File: src/rtl/clock_pkg.sv
`default_nettype none
// ----------------------------------------------------------------------
// clock_pkg : shared types and helpers for multi_alarm_clock  (rev 1.0)
// ----------------------------------------------------------------------
package clock_pkg;

   typedef enum logic [1:0] {
      OFF      = 2'd0,
      ARMED    = 2'd1,
      RINGING  = 2'd2,
      SNOOZING = 2'd3
   } alarm_state_t;

   localparam logic [1:0] SEL_SEC  = 2'd0;
   localparam logic [1:0] SEL_MIN  = 2'd1;
   localparam logic [1:0] SEL_HOUR = 2'd2;
   localparam logic [1:0] SEL_NONE = 2'd3;

   // (a + b) mod m, valid while both operands are already below m
   function automatic int unsigned mod_add(input int unsigned a,
                                           input int unsigned b,
                                           input int unsigned m);
      int unsigned s;
      s = a + b;
      if (s >= m) s = s - m;
      return s;
   endfunction

endpackage
`default_nettype wire

File: src/rtl/alarm_channel.sv
`default_nettype none
// ----------------------------------------------------------------------
// alarm_channel : one alarm slot with arm / ring / snooze / dismiss  (rev 1.0)
// ----------------------------------------------------------------------
module alarm_channel
   import clock_pkg::*;
#(
   parameter int unsigned WIDTH       = 6,
   parameter int unsigned MIN_RANGE   = 60,
   parameter int unsigned HOUR_RANGE  = 24,
   parameter int unsigned RING_SECS   = 30,
   parameter int unsigned SNOOZE_MINS = 5
) (
   input  logic             clk_i,
   input  logic             rst_i,
   input  logic             tick_i,
   input  logic             run_i,
   input  logic             wr_i,
   input  logic             arm_i,
   input  logic [WIDTH-1:0] wr_hour_i,
   input  logic [WIDTH-1:0] wr_min_i,
   input  logic             snooze_i,
   input  logic             dismiss_i,
   input  logic             adv_i,
   input  logic [WIDTH-1:0] new_hour_i,
   input  logic [WIDTH-1:0] new_min_i,
   input  logic [WIDTH-1:0] cur_hour_i,
   input  logic [WIDTH-1:0] cur_min_i,
   output logic             ring_o
);

   localparam int unsigned CNT_W = $clog2(RING_SECS + 1);

   alarm_state_t     state_q, state_d;
   logic [WIDTH-1:0] tgt_hour_q, tgt_hour_d, tgt_min_q, tgt_min_d;
   logic [WIDTH-1:0] snz_hour_q, snz_hour_d, snz_min_q, snz_min_d;
   logic [CNT_W-1:0] cnt_q, cnt_d;
   logic [WIDTH-1:0] snz_min_w, snz_hour_w;
   logic             hit_tgt_w, hit_snz_w;

   // Minute wrap is detected by the sum landing below the current minute.
   assign snz_min_w  = WIDTH'(mod_add(32'(cur_min_i), SNOOZE_MINS, MIN_RANGE));
   assign snz_hour_w = WIDTH'(mod_add(32'(cur_hour_i),
                                      (snz_min_w < cur_min_i) ? 32'd1 : 32'd0,
                                      HOUR_RANGE));
   assign hit_tgt_w  = adv_i && (new_hour_i == tgt_hour_q) && (new_min_i == tgt_min_q);
   assign hit_snz_w  = adv_i && (new_hour_i == snz_hour_q) && (new_min_i == snz_min_q);

   always_ff @(posedge clk_i or posedge rst_i) begin
      if (rst_i) begin
         state_q    <= OFF;
         tgt_hour_q <= '0;
         tgt_min_q  <= '0;
         snz_hour_q <= '0;
         snz_min_q  <= '0;
         cnt_q      <= '0;
      end else begin
         state_q    <= state_d;
         tgt_hour_q <= tgt_hour_d;
         tgt_min_q  <= tgt_min_d;
         snz_hour_q <= snz_hour_d;
         snz_min_q  <= snz_min_d;
         cnt_q      <= cnt_d;
      end
   end

   always_comb begin
      state_d    = state_q;
      tgt_hour_d = tgt_hour_q;
      tgt_min_d  = tgt_min_q;
      snz_hour_d = snz_hour_q;
      snz_min_d  = snz_min_q;
      cnt_d      = cnt_q;
      if (wr_i) begin
         if (arm_i) begin
            state_d    = ARMED;
            tgt_hour_d = wr_hour_i;
            tgt_min_d  = wr_min_i;
         end else begin
            state_d = OFF;
         end
      end else begin
         case (state_q)
            ARMED: begin
               if (hit_tgt_w) begin
                  state_d = RINGING;
                  cnt_d   = '0;
               end
            end
            RINGING: begin
               if (dismiss_i) begin
                  state_d = ARMED;
               end else if (snooze_i) begin
                  state_d    = SNOOZING;
                  snz_hour_d = snz_hour_w;
                  snz_min_d  = snz_min_w;
               end else if (tick_i && run_i) begin
                  if (cnt_q == CNT_W'(RING_SECS - 1)) state_d = ARMED;
                  else                                cnt_d   = cnt_q + CNT_W'(1);
               end
            end
            SNOOZING: begin
               if (dismiss_i) begin
                  state_d = ARMED;
               end else if (hit_snz_w) begin
                  state_d = RINGING;
                  cnt_d   = '0;
               end
            end
            default: ;
         endcase
      end
   end

   assign ring_o = (state_q == RINGING);

endmodule
`default_nettype wire

File: src/rtl/multi_alarm_clock.sv
`default_nettype none
// ----------------------------------------------------------------------
// multi_alarm_clock : hh:mm:ss core, hourly chime, ALARM_CH alarms  (rev 1.0)
// ----------------------------------------------------------------------
module multi_alarm_clock
   import clock_pkg::*;
#(
   parameter  int unsigned ALARM_CH    = 4,
   parameter  int unsigned SEC_RANGE   = 60,
   parameter  int unsigned MIN_RANGE   = 60,
   parameter  int unsigned HOUR_RANGE  = 24,
   parameter  int unsigned WIDTH       = 6,
   parameter  int unsigned RING_SECS   = 30,
   parameter  int unsigned SNOOZE_MINS = 5,
   localparam int unsigned IDX_W       = (ALARM_CH > 1) ? $clog2(ALARM_CH) : 1
) (
   input  logic                clk_src_i,
   input  logic                reset_i,
   input  logic                tick_i,
   input  logic                run_i,
   input  logic                set_en_i,
   input  logic [1:0]          set_sel_i,
   input  logic                set_up_i,
   input  logic                set_down_i,
   input  logic                alarm_wr_i,
   input  logic [IDX_W-1:0]    alarm_idx_i,
   input  logic [WIDTH-1:0]    alarm_hour_i,
   input  logic [WIDTH-1:0]    alarm_min_i,
   input  logic                alarm_arm_i,
   input  logic                snooze_i,
   input  logic                dismiss_i,
   output logic [WIDTH-1:0]    sec_o,
   output logic [WIDTH-1:0]    min_o,
   output logic [WIDTH-1:0]    hour_o,
   output logic                chime_o,
   output logic [ALARM_CH-1:0] ring_o,
   output logic                ring_any_o
);

   logic [WIDTH-1:0]    sec_q, sec_d, min_q, min_d, hour_q, hour_d;
   logic                chime_q, chime_d;
   logic                adv_w;
   logic [ALARM_CH-1:0] ring_w;

   function automatic logic [WIDTH-1:0] step(input logic [WIDTH-1:0] v,
                                             input logic             up,
                                             input int unsigned      range);
      if (up) return (v == WIDTH'(range - 1)) ? '0 : v + WIDTH'(1);
      else    return (v == '0) ? WIDTH'(range - 1) : v - WIDTH'(1);
   endfunction

   always_ff @(posedge clk_src_i or posedge reset_i) begin
      if (reset_i) begin
         sec_q   <= '0;
         min_q   <= '0;
         hour_q  <= '0;
         chime_q <= 1'b0;
      end else begin
         sec_q   <= sec_d;
         min_q   <= min_d;
         hour_q  <= hour_d;
         chime_q <= chime_d;
      end
   end

   // Adjust mode owns the counters outright; ticks seen meanwhile are lost.
   always_comb begin
      sec_d   = sec_q;
      min_d   = min_q;
      hour_d  = hour_q;
      chime_d = 1'b0;
      adv_w   = 1'b0;
      if (set_en_i) begin
         if (set_up_i ^ set_down_i) begin
            case (set_sel_i)
               SEL_SEC:  sec_d  = step(sec_q,  set_up_i, SEC_RANGE);
               SEL_MIN:  min_d  = step(min_q,  set_up_i, MIN_RANGE);
               SEL_HOUR: hour_d = step(hour_q, set_up_i, HOUR_RANGE);
               default: ;
            endcase
         end
      end else if (tick_i && run_i) begin
         if (sec_q == WIDTH'(SEC_RANGE - 1)) begin
            sec_d = '0;
            adv_w = 1'b1;
            if (min_q == WIDTH'(MIN_RANGE - 1)) begin
               min_d   = '0;
               chime_d = 1'b1;
               hour_d  = step(hour_q, 1'b1, HOUR_RANGE);
            end else begin
               min_d = step(min_q, 1'b1, MIN_RANGE);
            end
         end else begin
            sec_d = step(sec_q, 1'b1, SEC_RANGE);
         end
      end
   end

   // Out-of-range indices simply match no channel.
   for (genvar gi = 0; gi < ALARM_CH; gi++) begin : g_ch
      alarm_channel #(
         .WIDTH       (WIDTH),
         .MIN_RANGE   (MIN_RANGE),
         .HOUR_RANGE  (HOUR_RANGE),
         .RING_SECS   (RING_SECS),
         .SNOOZE_MINS (SNOOZE_MINS)
      ) u_ch (
         .clk_i      (clk_src_i),
         .rst_i      (reset_i),
         .tick_i     (tick_i),
         .run_i      (run_i),
         .wr_i       (alarm_wr_i && (alarm_idx_i == IDX_W'(gi))),
         .arm_i      (alarm_arm_i),
         .wr_hour_i  (alarm_hour_i),
         .wr_min_i   (alarm_min_i),
         .snooze_i   (snooze_i),
         .dismiss_i  (dismiss_i),
         .adv_i      (adv_w),
         .new_hour_i (hour_d),
         .new_min_i  (min_d),
         .cur_hour_i (hour_q),
         .cur_min_i  (min_q),
         .ring_o     (ring_w[gi])
      );
   end

   assign sec_o      = sec_q;
   assign min_o      = min_q;
   assign hour_o     = hour_q;
   assign chime_o    = chime_q;
   assign ring_o     = ring_w;
   assign ring_any_o = |ring_w;

endmodule
`default_nettype wire

File: config.mk
export PLATFORM = sky130hd
export DESIGN_NAME = multi_alarm_clock
export DESIGN_NICKNAME = d
export VERILOG_FILES = /design/src/rtl/clock_pkg.sv /design/src/rtl/alarm_channel.sv /design/src/rtl/multi_alarm_clock.sv
export SDC_FILE = /design/constraint.sdc
export NUM_CORES = 1
export LEC_CHECK = 0
export ABC_CLOCK_PERIOD_IN_PS = 4050
export BUFFER_PORTS_ARGS = -buffer_cell sky130_fd_sc_hd__buf_2
export CAP_MARGIN = 10
export CORE_MARGIN = 2
export CORE_UTILIZATION = 55
export CTS_BUF_LIST = sky130_fd_sc_hd__clkbuf_4
export CTS_CLUSTER_SIZE = 20
export DETAILED_ROUTE_END_ITERATION = 10
export PLACE_DENSITY = 0.76
export SLEW_MARGIN = 40
export SYNTH_ARGS = -nofsm -noshare
export SYNTH_HDL_FRONTEND = slang
export SYNTH_SLANG_ARGS = --single-unit
File: constraint.sdc
create_clock -name clk_src_i -period 4.05 [get_ports clk_src_i]
set_input_delay 0.6075 -clock clk_src_i [delete_from_list [all_inputs] [get_ports clk_src_i]]
set_output_delay 0.6075 -clock clk_src_i [all_outputs]
set_load 0.01 [all_outputs]
== Word level (Yosys, flattened, before mapping) ==
Index checks and enable logic that the tools add are counted.

* Flip-flop bits (word level): 143
* Input bits: 27
* Output and inout bits: 24

* $add $sub $neg: 14
* Order comparisons: 3
* Equality and inequality tests: 86
* Mux-type cells: 103
* Bitwise logic cells: 6
* Reductions and logical operators: 53

{| class="wikitable"
|+ Operators by type and width
! operator !! number
|-
| $mux 6 || 26
|-
| $mux 5 || 28
|-
| $eq 6x6->1 || 16
|-
| $mux 2 || 32
|-
| $pmux 5 s3 || 4
|-
| $ne 2x2->1 const B || 20
|-
| $ne 5x4->1 const B || 8
|-
| $reduce_and 9->1 || 4
|-
| $ge 32x5->1 const B || 1
|-
| $pmux 2 s3 || 4
|-
| $eq 2x2->1 const B || 11
|-
| $logic_and 1x1->1 || 21
|-
| $add 5x1->5 const B || 4
|-
| $eq 5x5->1 const B || 4
|-
| $ne 2x1->1 const B || 10
|-
| $reduce_and 5->1 || 4
|-
| $add 6x1->6 const B || 3
|-
| $logic_not 6->1 || 3
|-
| $sub 6x1->6 const B || 3
|-
| $ne 4x2->1 const B || 4
|-
| $reduce_and 4->1 || 4
|-
| $reduce_bool 4->1 || 4
|-
| $eq 2x1->1 const B || 6
|-
| $eq 6x6->1 const B || 2
|-
| other kinds (17) || 39
|}

== Depth between registers and ports, before layout ==
* Depth after elaboration: 13
* Mapped depth: 25

== Cells and area by module ==
Synthesis repeated with hierarchy kept, for this count alone.

* Cells, all modules: 1,105
* Area total of the unflattened synthesis: 10,279.9 µm²

{| class="wikitable"
|+ Modules (own cells, without submodules)
! module !! times used !! cells an instance !! area each (µm²) !! seq. area each (µm²)
|-
| alarm_channel || 4 || 215 || 2,085.8 || 775.7
|-
| multi_alarm_clock || 1 || 245 || 1,936.9 || 475.5
|}

== Worst setup path before layout ==
OpenSTA, ideal clock, no wires.

* Path kind: reg2reg
* From: register min_q[0], in the netlist min_o[0]
* To: register g_ch[0].u_ch.snz_hour_q[5]
* Library setup time: 133 ps
* Data arrival time: 4,387 ps
* Setup slack: -470 ps
* Stages on the path, launching flop included: 23
* Clock period less this slack: 4,520 ps
* Cells stage by stage: dfrtp_1 ha_1 clkbuf_1 xnor2_1 ha_1 a32oi_1 nor2_1 nor2_1 a211oi_1 xnor2_1 inv_1 ha_1 nor2b_1 o21a_1 o21ai_0 nand2b_1 a21oi_1 ha_1 buf_1 o211ai_1 a22o_1 a22oi_1 o31ai_1

* Cells in the longest elaborated chain, start to end: 8
* Elaborated cells on any way between the ends: 10
* Those cells by class: add/sub (4); order compare (3); mux (3)

{| class="wikitable"
|+ RTL lines
! what !! line !! source
|-
| from (decl) || multi_alarm_clock.sv:40 || <nowiki>logic [WIDTH-1:0] sec_q, sec_d, min_q, min_d, hour_q, hour_d;</nowiki>
|-
| from (signal assigned) || multi_alarm_clock.sv:60 || <nowiki>min_q <= min_d;</nowiki>
|-
| $add 6x3->7 * || clock_pkg.sv:24 || <nowiki>s = a + b;</nowiki>
|-
| $sub 6x6->6 / $ge 7x6->1 (equally long branches) || clock_pkg.sv:25 || <nowiki>if (s >= m) s = s - m;</nowiki>
|-
| $mux 6 * || clock_pkg.sv:25 ||
|-
| via g_ch[0].u_ch.snz_min_w[2] || alarm_channel.sv:38 || <nowiki>logic [WIDTH-1:0] snz_min_w, snz_hour_w;</nowiki>
|-
| $lt 6x6->1 * || alarm_channel.sv:44 || <nowiki>(snz_min_w < cur_min_i) ? 32'd1 : 32'd0,</nowiki>
|-
| $mux 1 * || alarm_channel.sv:44 ||
|-
| $add 6x1->7 * || clock_pkg.sv:24 ||
|-
| $ge 32x5->1 / $sub 6x5->6 (equally long branches) || clock_pkg.sv:25 ||
|-
| $mux 6 * || clock_pkg.sv:25 ||
|-
| to (signal assigned) || alarm_channel.sv:61 || <nowiki>snz_hour_q <= snz_hour_d;</nowiki>
|-
| to (decl) || alarm_channel.sv:36 || <nowiki>logic [WIDTH-1:0] snz_hour_q, snz_hour_d, snz_min_q, snz_min_d;</nowiki>
|}

The timed path passes the listed nets; every way through them passes the cells marked *.
A chain may end at the register's enable or synchronous reset.

== Worst setup path in the final report ==
* From: register min_q[0], in the netlist min_o[0]
* To: register g_ch[3].u_ch.snz_hour_q[4]

* Cells in the longest elaborated chain, start to end: 8
* Elaborated cells on any way between the ends: 10
* Those cells by class: add/sub (4); order compare (3); mux (3)

{| class="wikitable"
|+ RTL lines
! what !! line
|-
| $add 6x3->7 * || --
|-
| $sub 6x6->6 / $ge 7x6->1 (equally long branches) || --
|-
| $mux 6 * || --
|-
| via g_ch[0].u_ch.snz_min_w[3] || alarm_channel.sv:38
|-
| $lt 6x6->1 * || alarm_channel.sv:44
|-
| $mux 1 * || alarm_channel.sv:44
|-
| $add 6x1->7 * || clock_pkg.sv:24
|-
| $ge 32x5->1 / $sub 6x5->6 (equally long branches) || clock_pkg.sv:25
|-
| $mux 6 * || clock_pkg.sv:25
|-
| to (signal assigned) || alarm_channel.sv:61
|-
| to (decl) || alarm_channel.sv:36
|}

Marks and branches as above.

==> flow_metrics.env <==
export IMPL_grt_pass1_vias=8699
export IMPL_syn_cell_area_um2=9630
export IMPL_synth_distinct_cells=88
export IMPL_critical_path_required_ns=4.53
export IMPL_syn_to_final_growth_pct=19.3
export IMPL_skew_ns=0.0204
export IMPL_fmax_mhz=234
export IMPL_cts_sinks=143
export IMPL_ys_seq_area_share_pct=37.1
export IMPL_r2r_start="min_o[0]"
export IMPL_cts_tree="done"
export IMPL_drc_errors=0
export IMPL_power_uw=7300
export IMPL_die_h_um=136
export IMPL_finalWirelength_um=32100
export IMPL_worstSetupPathType="flop to flop"
export IMPL_rsz0062_at_grt="true"
export IMPL_vias=9373
export IMPL_synth_top_area_cell="dfrtp_1"
export IMPL_final_min_period_over_clock_period_pct=105
export IMPL_clock_path_buffers=2
export IMPL_hp_class="input pin to asynchronous set/reset pin"
export IMPL_leakagePower_uw=0.00495
export IMPL_layout_setup_ws_ns=-0.220
export IMPL_violations="setup timing"
export IMPL_startpoint_type="flop"
export IMPL_synth_area_top_cells="dfrtp_1 37%, mux2_2 7.8%, xnor2_1 4.2%"
export IMPL_ys_seq_elements=143
export IMPL_io_pins=51
export IMPL_worst_pin_slew_ns=0.706
export IMPL_initial_utilization_pct=55.9
export IMPL_ir_drop_mv=0.411
export IMPL_fin_nets=1226
export IMPL_synth_cells=1054
export IMPL_setup_violations=12
export IMPL_fill_cells=1361
export IMPL_reg2reg_slack_ns=-0.22
export IMPL_grt_overflow=0
export IMPL_viasPerCell=6.63
export IMPL_clk_transition_reported_paths_ns=0.14
export IMPL_path_max_fanout=6
export IMPL_wl_per_cell_um=22.7
export IMPL_num_rows=48
export IMPL_drt_initial_drc_count=1288
export IMPL_seqCellArea_um2=3580
export IMPL_startpoint="min_o[0]"
export IMPL_cts_root_buf="clkbuf_4"
export IMPL_r2r_cells=23
export IMPL_first_pass_iters=7
export IMPL_layout_drive_gt1_share_pct=28.0
export IMPL_clk_latency_ns=0.59
export IMPL_multi_input_area_um2=5960
export IMPL_grtUsageTotal_pct=34.3
export IMPL_outcome="finished with violations"
export IMPL_syn_nets=1106
export IMPL_synthFlopType="dfrtp_1"
export IMPL_timing_rr_end="g_ch[3].u_ch.snz_hour_q[4]"
export IMPL_hold_viol=0
export IMPL_finalWeightedCongestion=1.04
export IMPL_maxSlewHeadroom_pct=53.0
export IMPL_async_flop_share_pct=100
export IMPL_ys_warnings_count=0
export IMPL_maxSlewViolCount=0
export IMPL_synth_avg_cell_area_um2=9.14
export IMPL_fp_dieW_um=136
export IMPL_hold_buffers=0
export IMPL_hpwl_um=23500
export IMPL_critPathCaptureType="flop"
export IMPL_power_density_nw_per_um2=635
export IMPL_portBuffers=50
export IMPL_ant_nets=0
export IMPL_crit_arrival_ns=4.75
export IMPL_grt_pass1_wl_um=48200
export IMPL_die_area_um2=18600
export IMPL_htreeDepth=4
export IMPL_antenna_found_initial=1
export IMPL_synth_edff_count=0
export IMPL_cts_buffers=17
export IMPL_netlist_area_leader_share_pct=37.1
export IMPL_pre_cts_slack_ns=-0.162
export IMPL_coreArea_um2=17200
export IMPL_final_min_clock_period_ns=4.27
export IMPL_maxCapViolCount=0
export IMPL_grt_max_degree=59
-- layout make-up --
class,count,share of cell area [%]
timing repair buffer,158,9.87
antenna,1,0.0218
inverter,52,1.73
multi-input combinational,802,51.9
clock inverter,15,1.80
clock buffer,17,1.11
sequential,143,31.2
tap,225,2.45
-- metal layers --
metal | global-route usage, % | vias up | routed length, µm
met2 | 53.5 | 596 | 14300
met3 | 6.71 | 145 | 3130
met5 | 0 | - | 0
met4 | 15.8 | 0 | 1770
met1 | 46.1 | 4484 | 12800
li1 | - | 4148 | -
-- worst max-delay path by stage --
stage               slack [ns]                    endpoint
floorplan                 0.01  g_ch[0].u_ch.snz_hour_q[4]
global placement          0.01  g_ch[2].u_ch.snz_hour_q[4]
detailed placement       -0.16  g_ch[3].u_ch.snz_hour_q[3]
CTS                      -0.04  g_ch[3].u_ch.snz_hour_q[4]
global route             -0.46  g_ch[0].u_ch.snz_hour_q[4]
finish                   -0.22  g_ch[3].u_ch.snz_hour_q[4]
-- synthesized netlist by cell type (all sizes together), types with 5 or more instances --
cell type / instances
dfrtp: 143
nand2: 90
o21ai: 77
mux2: 67
inv: 50
a21oi: 47
nor2: 46
xnor2: 46
clkbuf: 42
nand3: 40
nor3: 32
xor2: 26
ha: 25
nand4: 19
o31ai: 17
buf: 16
nand2b: 16
a31oi: 15
nor4: 14
o211ai: 14
nor2b: 13
a21o: 12
or3: 12
a211oi: 11
o2111ai: 11
and3: 9
nand3b: 9
a22oi: 8
and2: 8
a2111oi: 6
mux2i: 6
nor3b: 6
or2: 6
or4: 6
a221oi: 5
o22ai: 5
-- cells by family (layout without fill, tap and decap cells) --
kind of cell | after synthesis | count (layout) | share of synthesized area, %
muxes | 75 | 76 | 8.92
adders and majority gates | 26 | 26 | 3.35
DFF | 143 | 143 | 37.1
and+or+nand+nor | 344 | 344 | 19.1
other | 0 | 1 | 0
AOI/OAI and AO/OA | 284 | 284 | 20.3
xor gates and xnor gates | 72 | 72 | 6.55
buffers and inverters | 110 | 242 | 4.62
-- per-stage QoR --
| step | hold WS [ns] | area [µm²] | setup TNS, ns | utilization, % | std cells |
|---|---|---|---|---|---|
| 2_1_floorplan | 0.446 | 9720 | 0 | - | 1054 |
| 3_3_place_gp | 0.478 | 10700 | 0 | 61.9 | 1359 |
| 3_5_place_dp | 0.480 | 10700 | -1.74 | 62.1 | 1360 |
| 4_1_cts | 0.0570 | 11100 | -0.154 | 64.7 | 1399 |
| 5_1_grt | 0.0719 | 11500 | -4.77 | 66.7 | 1413 |
| 6_report | 0.0467 | 11500 | -1.62 | 66.7 | 1413 |
-- state kept, by name, indices dropped and copies added, names as in the netlist --
signal / cells
chime_o: 1
g_ch.u_ch.cnt_q: 20
g_ch.u_ch.snz_hour_q: 24
g_ch.u_ch.snz_min_q: 24
g_ch.u_ch.state_q: 8
g_ch.u_ch.tgt_hour_q: 24
g_ch.u_ch.tgt_min_q: 24
hour_o: 6
min_o: 6
sec_o: 6
-- critical path: stages (launching register included) --
cell and delay (ns):
dfrtp_2 0.44, buf_6 0.12, a21oi_4 0.16, xnor2_2 0.14, ha_2 0.23, buf_4 0.11
a41oi_1 0.15, a211oi_4 0.33, buf_6 0.16, mux2i_4 0.23, inv_2 0.07, ha_4 0.21
o21a_1 0.11, o21ai_1 0.16, nand2b_1 0.11, a21oi_4 0.27, ha_4 0.21, xor2_1 0.06
nand2_1 0.11, o31ai_2 0.08, a32oi_1 0.15, o211ai_1 0.11, buf_4 0.16, mux2_4 0.26
-- power breakdown --
| group | total, µW | internal (µW) | switching [µW] | leakage [µW] |
|---|---|---|---|---|
| Sequential | 1990 | 1690 | 293 | 0.00181 |
| Clock | 1080 | 498 | 578 | 0.000167 |
| Combinational | 4240 | 1800 | 2430 | 0.00298 |
-- repair_timing --
| action | CTS | global route |
|---|---|---|
| setup endpoints to repair | 13 | 42 |
| gates cloned | 0 | 1 |
| setup buffers | 8 | 11 |
| gates resized for setup | 13 | 39 |
| pin swaps | 13 | 17 |
-- placed cells by master, fill, tap and decap left out, types with 26 or more instances in the layout --
| cell type | n |
|---|---|
| buf_2 | 50 |
| a21oi_1 | 44 |
| inv_1 | 45 |
| nand2_1 | 87 |
| xnor2_1 | 39 |
| buf_4 | 100 |
| nor3_1 | 31 |
| xor2_1 | 26 |
| nor2_1 | 45 |
| dfrtp_1 | 142 |
| o21ai_0 | 73 |
| nand3_1 | 35 |
| mux2_2 | 65 |
No activity file was read; power rests on OpenSTA's default activity.
